<file path="config.mk">
export PLATFORM = sky130hd
export DESIGN_NAME = aes128_cipher_packer
export DESIGN_NICKNAME = d
export VERILOG_FILES = /design/src/rtl/aes128_pkg.sv /design/src/rtl/aes128_valid_delay.sv /design/src/rtl/aes128_cipher_packer.sv
export SDC_FILE = /design/constraint.sdc
export NUM_CORES = 1
export LEC_CHECK = 0
export CAP_MARGIN = 20
export CELL_PAD_IN_SITES_DETAIL_PLACEMENT = 1
export CELL_PAD_IN_SITES_GLOBAL_PLACEMENT = 2
export CORE_UTILIZATION = 36
export CTS_BUF_LIST = sky130_fd_sc_hd__clkbuf_16
export DETAILED_ROUTE_END_ITERATION = 6
export GPL_TIMING_DRIVEN = 0
export PLACE_DENSITY = 0.92
export SYNTH_ARGS = -nofsm -noshare
export SYNTH_HDL_FRONTEND = slang
export SYNTH_SLANG_ARGS = --single-unit
</file>
<file path="constraint.sdc">
create_clock -name clk -period 2.8 [get_ports clk]
set_input_delay 0.56 -clock clk [delete_from_list [all_inputs] [get_ports clk]]
set_output_delay 0.56 -clock clk [all_outputs]
set_load 0.02 [all_outputs]
</file>
<file path="src/rtl/aes128_pkg.sv">
// Shared types and constants for the AES-128 ciphertext packer.
// Holds the FSM state type, the block geometry and a byte-insert helper.
package aes128_pkg;

   localparam int BLOCK_W     = 128;
   localparam int BLOCK_BYTES = 16;
   localparam logic [3:0] LAST_IDX = 4'(BLOCK_BYTES - 1);

   typedef enum logic {
      FILL = 1'b0,
      PAD  = 1'b1
   } state_t;

   // Index 0 lands in the top byte so the block reads like a hex literal.
   function automatic logic [BLOCK_W-1:0] put_byte(input logic [BLOCK_W-1:0] blk,
                                                   input logic [3:0]         idx,
                                                   input logic [7:0]         data);
      logic [BLOCK_W-1:0] res;
      res = blk;
      res[(BLOCK_BYTES - 1 - int'(idx)) * 8 +: 8] = data;
      return res;
   endfunction

endpackage

</file>
<file path="src/rtl/aes128_valid_delay.sv">
// Fixed-length valid delay line: dout follows din LENGTH cycles later.
// Used to line up the packer strobe with the decryption core's output.
module aes128_valid_delay #(
   parameter int LENGTH = 41
) (
   input  logic clk,
   input  logic rst,
   input  logic din,
   output logic dout
);

   logic [LENGTH-1:0] shift;

   // Shift the strobe one stage per clock; cleared asynchronously on reset.
   always_ff @(posedge clk or negedge rst) begin
      if (!rst) begin
         shift <= '0;
      end else begin
         shift <= (shift << 1) | LENGTH'(din);
      end
   end

   assign dout = shift[LENGTH-1];

endmodule

</file>
<file path="src/rtl/aes128_cipher_packer.sv">
// Packs a ciphertext byte stream into 128-bit blocks for aes128_decryption.
// A short final block is padded with PAD_BYTE, one byte per cycle.
// Optional macro AES_VALID_TRACK_EN adds a CORE_LATENCY-deep delay line
// that produces pt_valid aligned with the core's plainText.
//
// state | meaning
// FILL  | accepting bytes from the stream (in_ready = 1)
// PAD   | filling the rest of a short block with PAD_BYTE (in_ready = 0)
module aes128_cipher_packer
   import aes128_pkg::*;
#(
   parameter logic [7:0] PAD_BYTE     = 8'h00,
   parameter int         CORE_LATENCY = 41
) (
   input  logic               clk,
   input  logic               rst,
   input  logic [7:0]         in_byte,
   input  logic               in_valid,
   input  logic               in_last,
   output logic               in_ready,
   output logic [BLOCK_W-1:0] cipherText,
   output logic               ct_valid,
   output logic [15:0]        blk_cnt,
   output logic               pt_valid
);

   if (CORE_LATENCY < 1) begin : g_bad_latency
      $error("aes128_cipher_packer: CORE_LATENCY must be at least 1");
   end

   state_t             state;
   logic [3:0]         idx;
   logic [BLOCK_W-1:0] asm_blk;
   logic               accept;
   logic               write;
   logic [7:0]         wr_byte;
   logic [BLOCK_W-1:0] next_blk;

   assign in_ready = (state == FILL);
   assign accept   = (state == FILL) && in_valid;
   assign write    = accept || (state == PAD);

   // Byte written this cycle: stream data while filling, pad value otherwise.
   always_comb begin
      wr_byte  = (state == PAD) ? PAD_BYTE : in_byte;
      next_blk = put_byte(asm_blk, idx, wr_byte);
   end

   // Assembly, emit and FSM; the emitted block is copied out so the
   // assembly register is free to start the next block on the following edge.
   always_ff @(posedge clk or negedge rst) begin
      if (!rst) begin
         state      <= FILL;
         idx        <= '0;
         asm_blk    <= '0;
         cipherText <= '0;
         ct_valid   <= 1'b0;
         blk_cnt    <= '0;
      end else begin
         ct_valid <= 1'b0;
         if (write) begin
            asm_blk <= next_blk;
            if (idx == LAST_IDX) begin
               cipherText <= next_blk;
               ct_valid   <= 1'b1;
               blk_cnt    <= blk_cnt + 16'd1;
               idx        <= '0;
               state      <= FILL;
            end else begin
               idx <= idx + 4'd1;
               if (accept && in_last) begin
                  state <= PAD;
               end
            end
         end
      end
   end

`ifdef AES_VALID_TRACK_EN
   aes128_valid_delay #(
      .LENGTH (CORE_LATENCY)
   ) u_valid_delay (
      .clk  (clk),
      .rst  (rst),
      .din  (ct_valid),
      .dout (pt_valid)
   );
`else
   assign pt_valid = 1'b0;
`endif

endmodule
</file>
# Yosys cells after proc, flatten, opt, wreduce, memory -nomap -nowiden
# Index checks and enable logic that the tools add are counted.
# Widths: inputs -> output; s select.
[totals] ff_bits=278 inputBits=12 out_inout_bits=147 word_cells=27
[classes] add_sub_neg=4 eq_ne=1 shift=2 muxes=7 bitwise=1 reduce_logical=6
[ops] op="$bwmux 128" count=1
[ops] op="$shift 8x33->128 const A" count=1
[ops] op="$shiftx 8x33->128" count=1
[ops] op="$neg 8->33" count=1
[ops] op="$add 16x1->16 const B" count=1
[ops] op="$mux 8" count=1
[ops] op="$sub 4x4->5 const A" count=1
[ops] op="$add 4x1->4 const B" count=1
[ops] op="$eq 4x4->1 const B" count=1
[ops] op="$mux 1" count=4
[ops] op="$mux 4" count=1
[ops] op="$reduce_and 2->1" count=2
[ops] op="$logic_and 1x1->1" count=2
[ops] op="$reduce_bool 2->1" count=1
[ops] op="$logic_or 1x1->1" count=1
[ops] op="$not 1->1" count=1

# Logic depth before layout (Yosys ltp)
[depth] ltp_word=5 mapped_depth=9 mapped_depth_nobuf=6

# Worst setup path after synthesis
# Ideal clock, no wire load.
[synth_path] path_kind="flip-flop to flip-flop" start="reg idx[0]" end="reg cipherText[0]" setup_time_ps=134 arrival_ps=2334 required_time_ps=2666 slack_ps=332 stages_incl_launch_ff=9 n_path_buf=2 period_less_slack_ps=2468 path_cell_list="dfrtp_1 > clkbuf_1 > clkbuf_1 > and3_1 > ha_1 > nand4bb_1 > nor2_1 > mux2i_1 > o21ai_0"
[synth_between] elab_chain_cells=4 word_cells_on_any_way=7 cone_classes="2 x add/sub; 1 x eq/ne; 2 x shift; 1 x mux; 1 x reduce/logical"
[synth_rtl] element="start: declaration" line="aes128_cipher_packer.sv:32" source="logic [3:0] idx;"
[synth_rtl] element="start signal: assignment" line="aes128_cipher_packer.sv:70" source="idx <= idx + 4'd1;"
[synth_rtl] element="$sub 4x4->5" line="aes128_pkg.sv:20" source="res[(BLOCK_BYTES - 1 - int'(idx)) * 8 +: 8] = data;"
[synth_rtl] element="$neg 8->33" line="aes128_pkg.sv:20"
[synth_rtl] element="$shiftx 8x33->128 / $shift 8x33->128 (equally long branches)" line="aes128_pkg.sv:20"
[synth_rtl] element="$bwmux 128" line="aes128_pkg.sv:20"
[synth_rtl] element="end signal: assignment" line="aes128_cipher_packer.sv:64" source="cipherText <= next_blk;"
[synth_rtl] element="end: declaration" line="aes128_cipher_packer.sv:21" source="output logic [BLOCK_W-1:0] cipherText,"
# Parallel ways exist; a longest one is shown, timed or not.
# A chain may end at the register's enable or synchronous reset.

# Final worst setup path
[layout_path] start="reg idx[0]" end="reg asm_blk[54]"
[layout_between] elab_chain_cells=4 word_cells_on_any_way=5 cone_classes="2 x add/sub; 2 x shift; 1 x mux"
[layout_rtl] element="$sub 4x4->5 (*)" line="aes128_pkg.sv:20"
[layout_rtl] element="$neg 8->33 (*)" line="aes128_pkg.sv:20"
[layout_rtl] element="$shiftx 8x33->128 / $shift 8x33->128 (equally long branches)" line="aes128_pkg.sv:20"
[layout_rtl] element="$bwmux 128 (*)" line="aes128_pkg.sv:20"
[layout_rtl] element="end signal: assignment" line="aes128_cipher_packer.sv:62" source="asm_blk <= next_blk;"
[layout_rtl] element="end: declaration" line="aes128_cipher_packer.sv:33" source="logic [BLOCK_W-1:0] asm_blk;"
# Every way passes the cells marked *; elsewhere a longest branch is shown, timed or not.

==> run_results.csv <==
group,metric,value,unit
outcome,status,"completed",
power_and_ir_drop,p_sw_share,34.35,%
sta,setup_viol,0,
grt,antenna_found_initial,0,
sta,fin_crit,2.653,ns
synthesis,yosysSeqAreaShare,62.07,%
synthesis,yosysTopAreaCell,"dfrtp_1",
sta,slew_violations,0,
cells_and_area,syn_to_final_growth,28.20,%
cells_and_area,final_area,14370,µm²
synthesis,yosys_most_used_dff,"dfrtp_1",
min_path,min-delay-path-class,"reg -> reg",
floorplan,fp.dieArea,31840,µm²
cells_and_area,nNetsFinal,1215,
synthesis,netlist_area,11210,µm²
clocking,cts_sinks,278,
critical_path,slowest_delay,0.40,ns
grt,grt_util_all_layers,19.16,%
sta,rsz0062_at_grt,"no",
grt,grt_first_pass_wirelength,47060,µm
floorplan,fp.dieW,178.5,µm
synthesis,synth_edf_count,0,
power_and_ir_drop,p_seq_share,39.5,%
floorplan,io_pins,159,
route,vias,7901,
clocking,clk_transition_reported_paths,0.06,ns
route,avgViaCountPerCell,4.883,
cells_and_area,final_util,46.97,%
floorplan,die_h,178.5,µm
synthesis,synth_area_leaders,"dfrtp_1 62%, nand2_1 13%, mux2_2 11%",
critical_path,crit_slowest_cell,"ha_1",
power_and_ir_drop,power_density,1042,nW/µm²
placed_design,dp_slack,-0.3519,ns
floorplan,coreArea,30590,µm²
power_and_ir_drop,p_sw,0.005141,W
synthesis,synth_top_area_share,62.07,%
clocking,clkLatencyLatePin,0.54,ns
floorplan,start_util,36.64,%
cells_and_area,fillers,3285,
critical_path,rr_worst_depth,8,
synthesis,syn_nets,1023,
clocking,htreeDepth,1,
clocking,root_buffer,"clkbuf_16",
critical_path,endpoint_kind,"flop",
route,drt_iter0_markers,321,
sta,worst_pin_slew,0.7336,ns
power_and_ir_drop,p_leak,7.197,nW
synthesis,synthesis.instances,1008,
cells_and_area,layout-drive-gt1-share,16.53,%
synthesis,async_flop_share,100.0,%
synthesis,yosys_warnings,0,
critical_path,crit_chain,"clkbuf_2, buf_2, and3_1, ha_1, a21boi_1, and3_1, buf_2, mux2_2",
grt,grt-ovfl-total,0,
sta,clock_skew,0.01490,ns
route,routed_wirelength,29740,µm
critical_path,critPathBufInv,3,
route,drt_pass1_iterations,4,
power_and_ir_drop,pwr-share-clk,26.1,%
grt,grt_max_degree,122,
critical_path,crit_family,"buffers and inverters",
sta,period_share,94.76,%
cells_and_area,layout_common_cells,"382 x nand2_1, 278 x dfrtp_1, 156 x clkdlybuf4s50_1",
clocking,cts_buffer_depth,3,
power_and_ir_drop,power.total,0.01497,W
power_and_ir_drop,power_frac_comb,34.4,%
floorplan,core.rowCount,64,
clocking,cts_tree,"yes",
placed_design,port_buffers,157,
critical_path,cp.depth,8,
sta,hold_viol,0,
placed_design,place_area,13340,µm²
cells_and_area,final_common_cell,"nand2_1",
sta,relSlewSlack,50.64,%
critical_path,crit_required,3.22,ns
critical_path,path_max_fanout,10,
critical_path,worst_setup_path_start_kind,"flop",
clocking,numCtsBuffers,29,
placed_design,gp_congestion,0.8140,
sta,whs,0.4617,ns
placed_design,dp_hpwl,21010,µm
sta,layout_setup_ws,0.1468,ns
cells_and_area,num_antenna_cells,0,
sta,fmax,376.9,MHz
power_and_ir_drop,peakVddDrop,0.4733,mV
min_path,hold_path_depth,2,
route,drc,0,
route,wl_per_cell,18.38,µm
synthesis,ys_ff_latch,278,
route,postRouteAntennaNets,0,
synthesis,yosysUniqueCellTypes,46,
power_and_ir_drop,p_int,0.009827,W
grt,grt_pass1_vias,8375,
critical_path,worstPathArrival,3.08,ns
job,maxCapViolations,0,
synthesis,avgSynthCellArea,11.12,µm²
critical_path,crit_type,"reg -> reg",
## path summary, 6_finish.rpt
| check | endpoint | slack, ns | from |
|---|---|---|---|
| setup / recovery | asm_blk[54] | 0.15 | idx[0] |
| hold / removal | cipherText[122] | 0.46 | asm_blk[122] |
| setup reg to reg | asm_blk[54] | 0.15 | idx[0] |
| hold reg to reg | cipherText[122] | 0.46 | asm_blk[122] |
| max in group asynchronous | asm_blk[8] | 1.38 | rst |
| min in group asynchronous | cipherText[50] | 0.50 | rst |
## registers in the layout, indices dropped and copies added (netlist names)
name	cells
asm_blk	128
blk_cnt	16
cipherText	128
ct_valid	1
idx	4
state	1
## stage by stage
stage / setup TNS, ns / std cells
4_1_cts: 0 / 1617
2_1_floorplan: 0 / 1008
5_1_grt: 0 / 1618
3_3_place_gp: -3029.53 / 1561
6_report: 0 / 1618
3_5_place_dp: -30.18 / 1563
## tightest hold or removal path: stages, from the launching register on
cell and delay, ns:
dfrtp_1 0.33, nand2_1 0.05, nand2_1 0.05
## cell type report
cell class	instances	area [µm²]	area share (%)
sequential	278	6957	48.42
multi-input combinational	672	4028	28.03
timing repair buffer	162	1669	11.62
clock buffer	29	725.7	5.050
tap	396	495.5	3.448
clock inverter	24	235.2	1.637
buffer	45	214.0	1.489
inverter	12	45.04	0.3135
## per-layer routing
metal	track usage [%]	share of wire (%)
met5	0	0
met4	4.732	1.9
met3	3.154	4.9
met2	31.62	48
met1	26.22	45
## timing repair
item | in CTS | in global routing
hold endpoints to repair | 39 | 0
hold buffers | 1 | 0
buffers inserted | 0 | 2
endpoints found under the setup margin | 88 | 121
pin swaps | 0 | 1
gates resized for setup | 7 | 9
## cells by family after synthesis
| family | Yosys count | synth area share [%] |
|---|---|---|
| AOI/OAI and AO/OA | 22 | 1.105 |
| muxes | 136 | 13.75 |
| buffers and inverters | 58 | 2.266 |
| other | 1 | 0.03346 |
| xor gates and xnor gates | 17 | 1.496 |
| adders and majority gates | 3 | 0.3349 |
| DFF | 278 | 62.07 |
| and+or+nand+nor | 493 | 18.94 |
## cells in the mapped netlist (3+ instances only)
cell type / n
xnor2_1: 12
ha_1: 3
mux2i_1: 16
buf_1: 4
nand4_1: 7
nand3_1: 7
dfrtp_1: 278
nand2_1: 382
xor2_1: 4
and3_1: 14
buf_2: 8
clkbuf_1: 29
inv_1: 11
nor2_1: 26
or3b_2: 8
or2_2: 3
o21ai_0: 16
mux2_4: 8
nor4_1: 3
and2_1: 26
buf_4: 3
mux2_2: 111
nor3b_1: 3
## power by group through the flow
stage	clock network (W)	logic, W	registers, W
after CTS	0.00399	0.00517	0.00592
after global routing	0.00416	0.00560	0.00607
after detailed placement	0	0.00509	0.00597
after floorplan	0	0.00226	0.00651
final	0.00391	0.00515	0.00591
after global placement	0	0.00494	0.00593
No activity file was read; power rests on OpenSTA's default activity.
